`config.mk`:
```
export PLATFORM = sky130hd
export DESIGN_NAME = servo_pwm
export DESIGN_NICKNAME = d
export VERILOG_FILES = /design/src/rtl/servo_pwm.sv
export SDC_FILE = /design/constraint.sdc
export NUM_CORES = 1
export LEC_CHECK = 0
export CORE_AREA = 5 5 164 285
export CTS_CLUSTER_SIZE = 25
export DETAILED_ROUTE_END_ITERATION = 6
export DIE_AREA = 0 0 169 290
export RECOVER_POWER = 50
export REMOVE_ABC_BUFFERS = 1
export SYNTH_ARGS = -nofsm -noshare
export SYNTH_HDL_FRONTEND = slang
export SYNTH_SLANG_ARGS = --single-unit
```
`constraint.sdc`:
```
create_clock -name clk -period 3.1 [get_ports clk]
set_input_delay 0.62 -clock clk [delete_from_list [all_inputs] [get_ports clk]]
set_output_delay 0.62 -clock clk [all_outputs]
set_load 0.1 [all_outputs]
```
`src/rtl/servo_pwm.sv`:
```
// Servo PWM generator: accepts channel/width command words and drives N_SERVOS
// hobby-servo pins, with widths double-buffered so updates land only on frame boundaries.
module servo_pwm #(
    parameter int N_SERVOS  = 8,
    parameter int TICK_DIV  = 50,
    parameter int PERIOD_US = 20000,
    parameter int MIN_US    = 500,
    parameter int MAX_US    = 2500,
    parameter int CENTER_US = 1500
) (
    input  logic                clk,
    input  logic                rst,
    input  logic [15:0]         input_servos,
    input  logic                input_servos_stb,
    output logic                input_servos_ack,
    output logic [N_SERVOS-1:0] pwm,
    output logic                frame_start
);

    localparam int PRE_W = (TICK_DIV > 1) ? $clog2(TICK_DIV) : 1;
    localparam int US_W  = $clog2(PERIOD_US);

    logic [PRE_W-1:0]    prescaler;
    logic [US_W-1:0]     us_count;
    logic [US_W-1:0]     us_next;
    logic                tick;
    logic                boundary;
    logic                xfer;
    logic [3:0]          ch;
    logic [11:0]         w_clamped;
    logic [11:0]         shadow      [N_SERVOS];
    logic [11:0]         active      [N_SERVOS];
    logic [11:0]         active_next [N_SERVOS];
    logic [N_SERVOS-1:0] pwm_next;

    function automatic logic [11:0] clamp_width(input logic [11:0] raw);
        if (raw == 12'd0)
            return 12'd0;
        else if (raw < 12'(MIN_US))
            return 12'(MIN_US);
        else if (raw > 12'(MAX_US))
            return 12'(MAX_US);
        else
            return raw;
    endfunction

    assign tick      = (prescaler == PRE_W'(TICK_DIV - 1));
    assign boundary  = tick && (us_count == US_W'(PERIOD_US - 1));
    assign xfer      = input_servos_stb && input_servos_ack;
    assign ch        = input_servos[15:12];
    assign w_clamped = clamp_width(input_servos[11:0]);

    always_comb begin
        us_next = us_count;
        if (boundary)
            us_next = '0;
        else if (tick)
            us_next = us_count + 1'b1;
    end

    // pwm is computed from next-state counters so the pin rises on the frame_start cycle
    always_comb begin
        pwm_next = '0;
        for (int i = 0; i < N_SERVOS; i++) begin
            active_next[i] = boundary ? shadow[i] : active[i];
            pwm_next[i]    = (32'(us_next) < 32'(active_next[i]));
        end
    end

    always_ff @(posedge clk or negedge rst) begin
        if (!rst) begin
            prescaler        <= '0;
            us_count         <= '0;
            frame_start      <= 1'b0;
            input_servos_ack <= 1'b0;
        end else begin
            prescaler        <= tick ? '0 : prescaler + 1'b1;
            us_count         <= us_next;
            frame_start      <= boundary;
            // Dropping ack for one cycle after each accept limits the rate to one word per two cycles
            input_servos_ack <= !xfer;
        end
    end

    // Channel numbers at or above N_SERVOS match no slot, so such words are silently dropped
    always_ff @(posedge clk or negedge rst) begin
        if (!rst) begin
            for (int i = 0; i < N_SERVOS; i++) begin
                shadow[i] <= 12'(CENTER_US);
                active[i] <= 12'(CENTER_US);
            end
            pwm <= '0;
        end else begin
            for (int i = 0; i < N_SERVOS; i++) begin
                if (xfer && (ch == 4'(i)))
                    shadow[i] <= w_clamped;
                active[i] <= active_next[i];
            end
            pwm <= pwm_next;
        end
    end

endmodule

```
# Yosys cells after proc, flatten, opt, wreduce, memory -nomap -nowiden
# Cells that the tools add are included.
[classes]
addsub = 2
multipliers = 0
div_mod_pow = 0
magnitude_cmp = 10
n_eq_ne = 9
n_shift = 0
muxes = 14
bitwise_logic = 0
reduce_logical = 13
[op_table]
columns = ["operator", "count"]
rows = [
  ["$mux 12", 11],
  ["$lt 15x12->1", 8],
  ["$mux 15", 2],
  ["$eq 4x3->1 const B", 4],
  ["$add 15x1->15 const B", 1],
  ["$eq 15x15->1 const B", 1],
  ["$gt 12x12->1 const B", 1],
  ["$logic_not 12->1", 1],
  ["$lt 12x9->1 const B", 1],
  ["$logic_and 1x1->1", 10],
  ["$eq 4x2->1 const B", 2],
  ["$add 6x1->6 const B", 1],
  ["$eq 6x6->1 const B", 1],
  ["$mux 6", 1],
  ["$eq 4x1->1 const B", 1],
  ["$logic_not 4->1", 1],
  ["$logic_not 1->1", 1],
]
[totals]
reg_bits = 223
latchBits = 0
ramBits = 0
mem_bits_ro = 0
in_bits = 19
out_inout_bits = 10
wordCells = 69
memories = 0

# Logic depth before layout (Yosys ltp)
[logic_depth]
depth_word = 4
ltp_mapped = 16
depth_no_buf = 14

# Worst setup path before layout
# Ideal clock, no wire load.
[synth_path]
kind = "register to register"
start = "register prescaler[1]"
end = "register pwm[2]"
t_arrival_ps = 2875
t_required_ps = 2980
slack_ps = 104
stages_incl_launch_ff = 13
path_buffers = 0
synth_period_minus_slack_ps = 2996
cell_sequence = "dfrtp_1 inv_1 ha_1 nand3b_2 nor3_1 nand3_1 xor2_1 nor2_1 ha_1 nand2_1 or2_2 a211o_1 o211a_1"
[synth_via]
elab_chain_len = 4
elab_cells_between_ends = 6
[synth_rtl]
columns = ["element", "line_no", "source"]
rows = [
  ["start: declaration", "23", "logic [PRE_W-1:0] prescaler;"],
  ["start signal: assignment", "77", "prescaler <= tick ? '0 : prescaler + 1'b1;"],
  ["$eq 6x6->1 (*)", "47", "assign tick = (prescaler == PRE_W'(TICK_DIV - 1));"],
  ["$mux 15 or $logic_and 1x1->1 (tied branches)", "57, 48", ""],
  ["$mux 15 (*)", "55", "if (boundary)"],
  ["via us_next[11]", "25", "logic [US_W-1:0] us_next;"],
  ["$lt 15x12->1 (*)", "66", "pwm_next[i] = (32'(us_next) < 32'(active_next[i]));"],
  ["via pwm_next[2]", "34", "logic [N_SERVOS-1:0] pwm_next;"],
  ["end signal: assignment", "99", "pwm <= pwm_next;"],
  ["end: declaration", "16", "output logic [N_SERVOS-1:0] pwm,"],
]
# Mark *: on every way through the listed nets, which the timed path passes. The rest lies on a longest branch.
# A chain may end at the register's enable or synchronous reset.

# Worst setup path after layout
[layout_path]
start = "register prescaler[1]"
end = "register pwm[2]"
[layout_via]
elab_chain_len = 4
elab_cells_between_ends = 6
[layout_rtl]
columns = ["element", "line_no"]
rows = [
  ["$eq 6x6->1 (*)", "47"],
  ["$mux 15 or $logic_and 1x1->1 (tied branches)", "57, 48"],
  ["$mux 15 or $mux 12 (tied branches)", "55, 65"],
  ["$lt 15x12->1 (*)", "66"],
  ["via pwm_next[2]", "34"],
]
# Marked as above.

==> flow_summary.yaml <==
run_status:
  outcome: "finished with violations"
  violations: "capacitance limit, slew limit"
critical_path:
  critical_path_class: "flop to flop"
  reg2reg_depth: 15
  worstPathArrival_ns: 3.40
  worstSetupEndpointType: "flop"
  cp-start-kind: "flop"
  critPathMaxStageDelay_ns: 0.39
  cp.required_ns: 3.51
  slowest_stage: "dfrtp_1"
  worstReg2RegStart: "prescaler[1]$_DFF_PN0_"
  cp_num_buf_inv: 5
  cp_num_cells: 15
  r2r_slack_ns: 0.11
  cp_max_fo: 5
  critPathLaunch: "prescaler[1]$_DFF_PN0_"
  path_delay_family: "simple AND/OR/NAND/NOR gates"
  path_cells: "inv_2 -> ha_4 -> nand3b_4 -> buf_6 -> nor4_4 -> buf_4 -> nand4_4 -> buf_12 -> buf_6 -> mux2i_4 -> ha_4 -> nand3_2 -> or2_4 -> a211o_1 -> o211a_1"
sta:
  finalCritPeriodShare_pct: 96.5
  min_period_ns: 2.99
  fin_worst_skew_ns: 0.0151
  layout_setup_ws_ns: 0.108
  hold_violations: 0
  setup_viol: 0
  tightest_slew_ns: 2.00
  slew_headroom_pct: -33.2
  maxSlewViolCount: 80
  fmax_mhz: 334
  rsz0062_at_grt: "true"
placed_design:
  place.gp.congestion: 0.865
  portBuffers: 28
  hpwl_mm: 21.2
  dpl_worst_slack_ns: -0.165
final_layout:
  fin_nets: 1269
  final_cell_mix: "nand2_1, dfstp_2, dfrtp_1"
  antenna_cells: 0
  final_util_pct: 30.8
  layout_commonest_cell: "nand2_1"
  drive_gt1_share_pct: 25.4
  area_growth_pct: 24.2
clock_tree:
  cts_tree: "done"
  cts_sinks: 223
  clkTransAtPathRegs_ns: 0.08
  ctsHtreeMaxLevel: 1
  cts_buffer_depth: 3
  insertion_delay_ns: 0.52
  cts_buffers: 20
  holdBufCountCts: 0
  root_buffer: "clkbuf_16"
synth:
  syn-cell-area_sq_um: 10900
  synth-edff-count: 0
  syn_inst: 1059
  ys_ff_latch: 223
  yosysUniqueCellTypes: 46
  synth-main-ff-cell: "dfstp_2"
  synth-warning-count: 0
  syn_area_per_cell_sq_um: 10.3
  ys_seq_area_share_pct: 52.5
  async_reset_ff_share_pct: 100
route:
  vias: 7888
  dr.pass1.iters: 4
  ant_nets: 0
  drt-initial-drc-count: 311
  vias_per_cell: 4.52
  drc: 0
  routed_wl_mm: 29.9
  routedWlPerCell_um: 17.1
grt:
  grt_max_degree: 80
  grt_usage_pct: 12.1
  antenna_found_initial: 0
  grt_pass1_vias: 8237
  grt_overflow: 0
  grt_pass1_wl_mm: 46.5
floorplan:
  io-pin-count: 29
  core_area_sq_um: 44000
  die_w_um: 169
  start_util_pct: 24.8
  rows: 102
  die-area_sq_um: 49000
  die_h_um: 290
worst_hold_path:
  hold_depth: 2
  hold_path_class: "flop to flop"
  hold_start: "active[67]$_DFF_PN1_"
power:
  leakage_nw: 7.01
  p_per_area_nw_per_um2: 480
  irDropWorstVdd_uv: 323
job:
  cap_violations: 1
[final timing paths]
check | end
setup / recovery | pwm[2]$_DFF_PN0_
hold / removal | active[67]$_DFF_PN1_
setup reg to reg | pwm[2]$_DFF_PN0_
hold reg to reg | active[67]$_DFF_PN1_
max in group asynchronous | active[36]$_DFF_PN0_
min in group asynchronous | shadow[48]$_DFFE_PN0P_
[flip-flops by register name, indices dropped and copies added, names as in the netlist]
| register | cells |
|---|---|
| active | 96 |
| frame_start | 1 |
| input_servos_ack | 1 |
| prescaler | 6 |
| pwm | 8 |
| shadow | 96 |
| us_count | 15 |
[power by group]
group	leakage [nW]	internal (mW)	total [mW]	switching, mW
Sequential	2.67	3.29	3.44	0.151
Clock	0.329	1.47	2.61	1.14
Combinational	4.01	0.173	0.452	0.279
[logic make-up (layout without fill, tap and decap cells)]
group           after synthesis  in the layout  share of synthesized area (%)
xor+xnor                     16             16                           1.29
fa+ha+maj                    91             91                           10.4
mux                          75             75                           6.88
simple gates                332            333                           13.7
flops                       223            223                           52.5
buf+inv                     128            241                           5.06
compound gates              194            194                           10.2
[synthesized netlist by cell type (2+ instances only)]
cell type	instances	area, sq um
nand2_1	188	706
dfstp_2	112	2940
dfrtp_1	111	2780
inv_1	100	375
ha_1	91	1140
mux2i_1	75	751
a21oi_1	74	370
o21ai_0	67	335
nor2_1	61	229
nand3_1	26	130
clkbuf_1	15	56.3
nand4_1	14	87.6
o21ai_1	13	65.1
xnor2_1	12	105
a21o_1	9	67.6
buf_6	9	101
a211oi_1	8	60.1
o211a_1	8	80.1
a31oi_1	5	31.3
and3_1	5	31.3
nor3_1	5	25.0
and2_1	4	25.0
nor2_4	4	45.0
xor2_1	4	35.0
and4_1	3	26.3
buf_2	3	15.0
nand2b_1	3	18.8
nand3b_1	3	22.5
nor2b_1	3	18.8
nor4_1	3	18.8
o211ai_1	3	22.5
a211o_1	2	17.5
or2_2	2	12.5
or3_1	2	12.5
[metrics by stage]
step	std cells	setup TNS [ns]	hold WS (ns)	power, mW	instance area (sq um)
after floorplan	1031	-6.80	0.324	3.68	10700
after global placement	1698	-0.632	0.449	3.90	12300
after detailed placement	1698	-0.757	0.456	3.93	12300
after CTS	1742	-0.0372	0.0917	6.55	13100
after global routing	1745	-0.230	0.481	6.77	13500
final	1745	0	0.467	6.50	13500
[final cells by class]
class,instances,area [sq um]
Fill cell,4471,30500
Clock buffer,26,563
Multi-Input combinational cell,709,5040
Sequential cell,223,5720
Clock inverter,10,123
Inverter,100,375
Tap cell,572,716
Timing Repair Buffer,105,1010
[tightest hold or removal path, cell delays in order (launching register included)]
cell and delay, ns:
dfstp_2 0.36, nand2_1 0.04, nand2_1 0.06
[routing by layer]
metal / wire length (um) / global-route usage, %
met1: 11500 / 13.6
met2: 16400 / 23.2
met3: 856 / 1.06
met4: 1110 / 4.56
met5: 0 / 0
[repair_timing]
action	4_1_cts	5_1_grt
resized for setup	14	76
cloned	3	0
pin swaps	1	26
setup buffers	5	3
setup endpoints to repair	8	8
(Power assumes the default switching activity.)
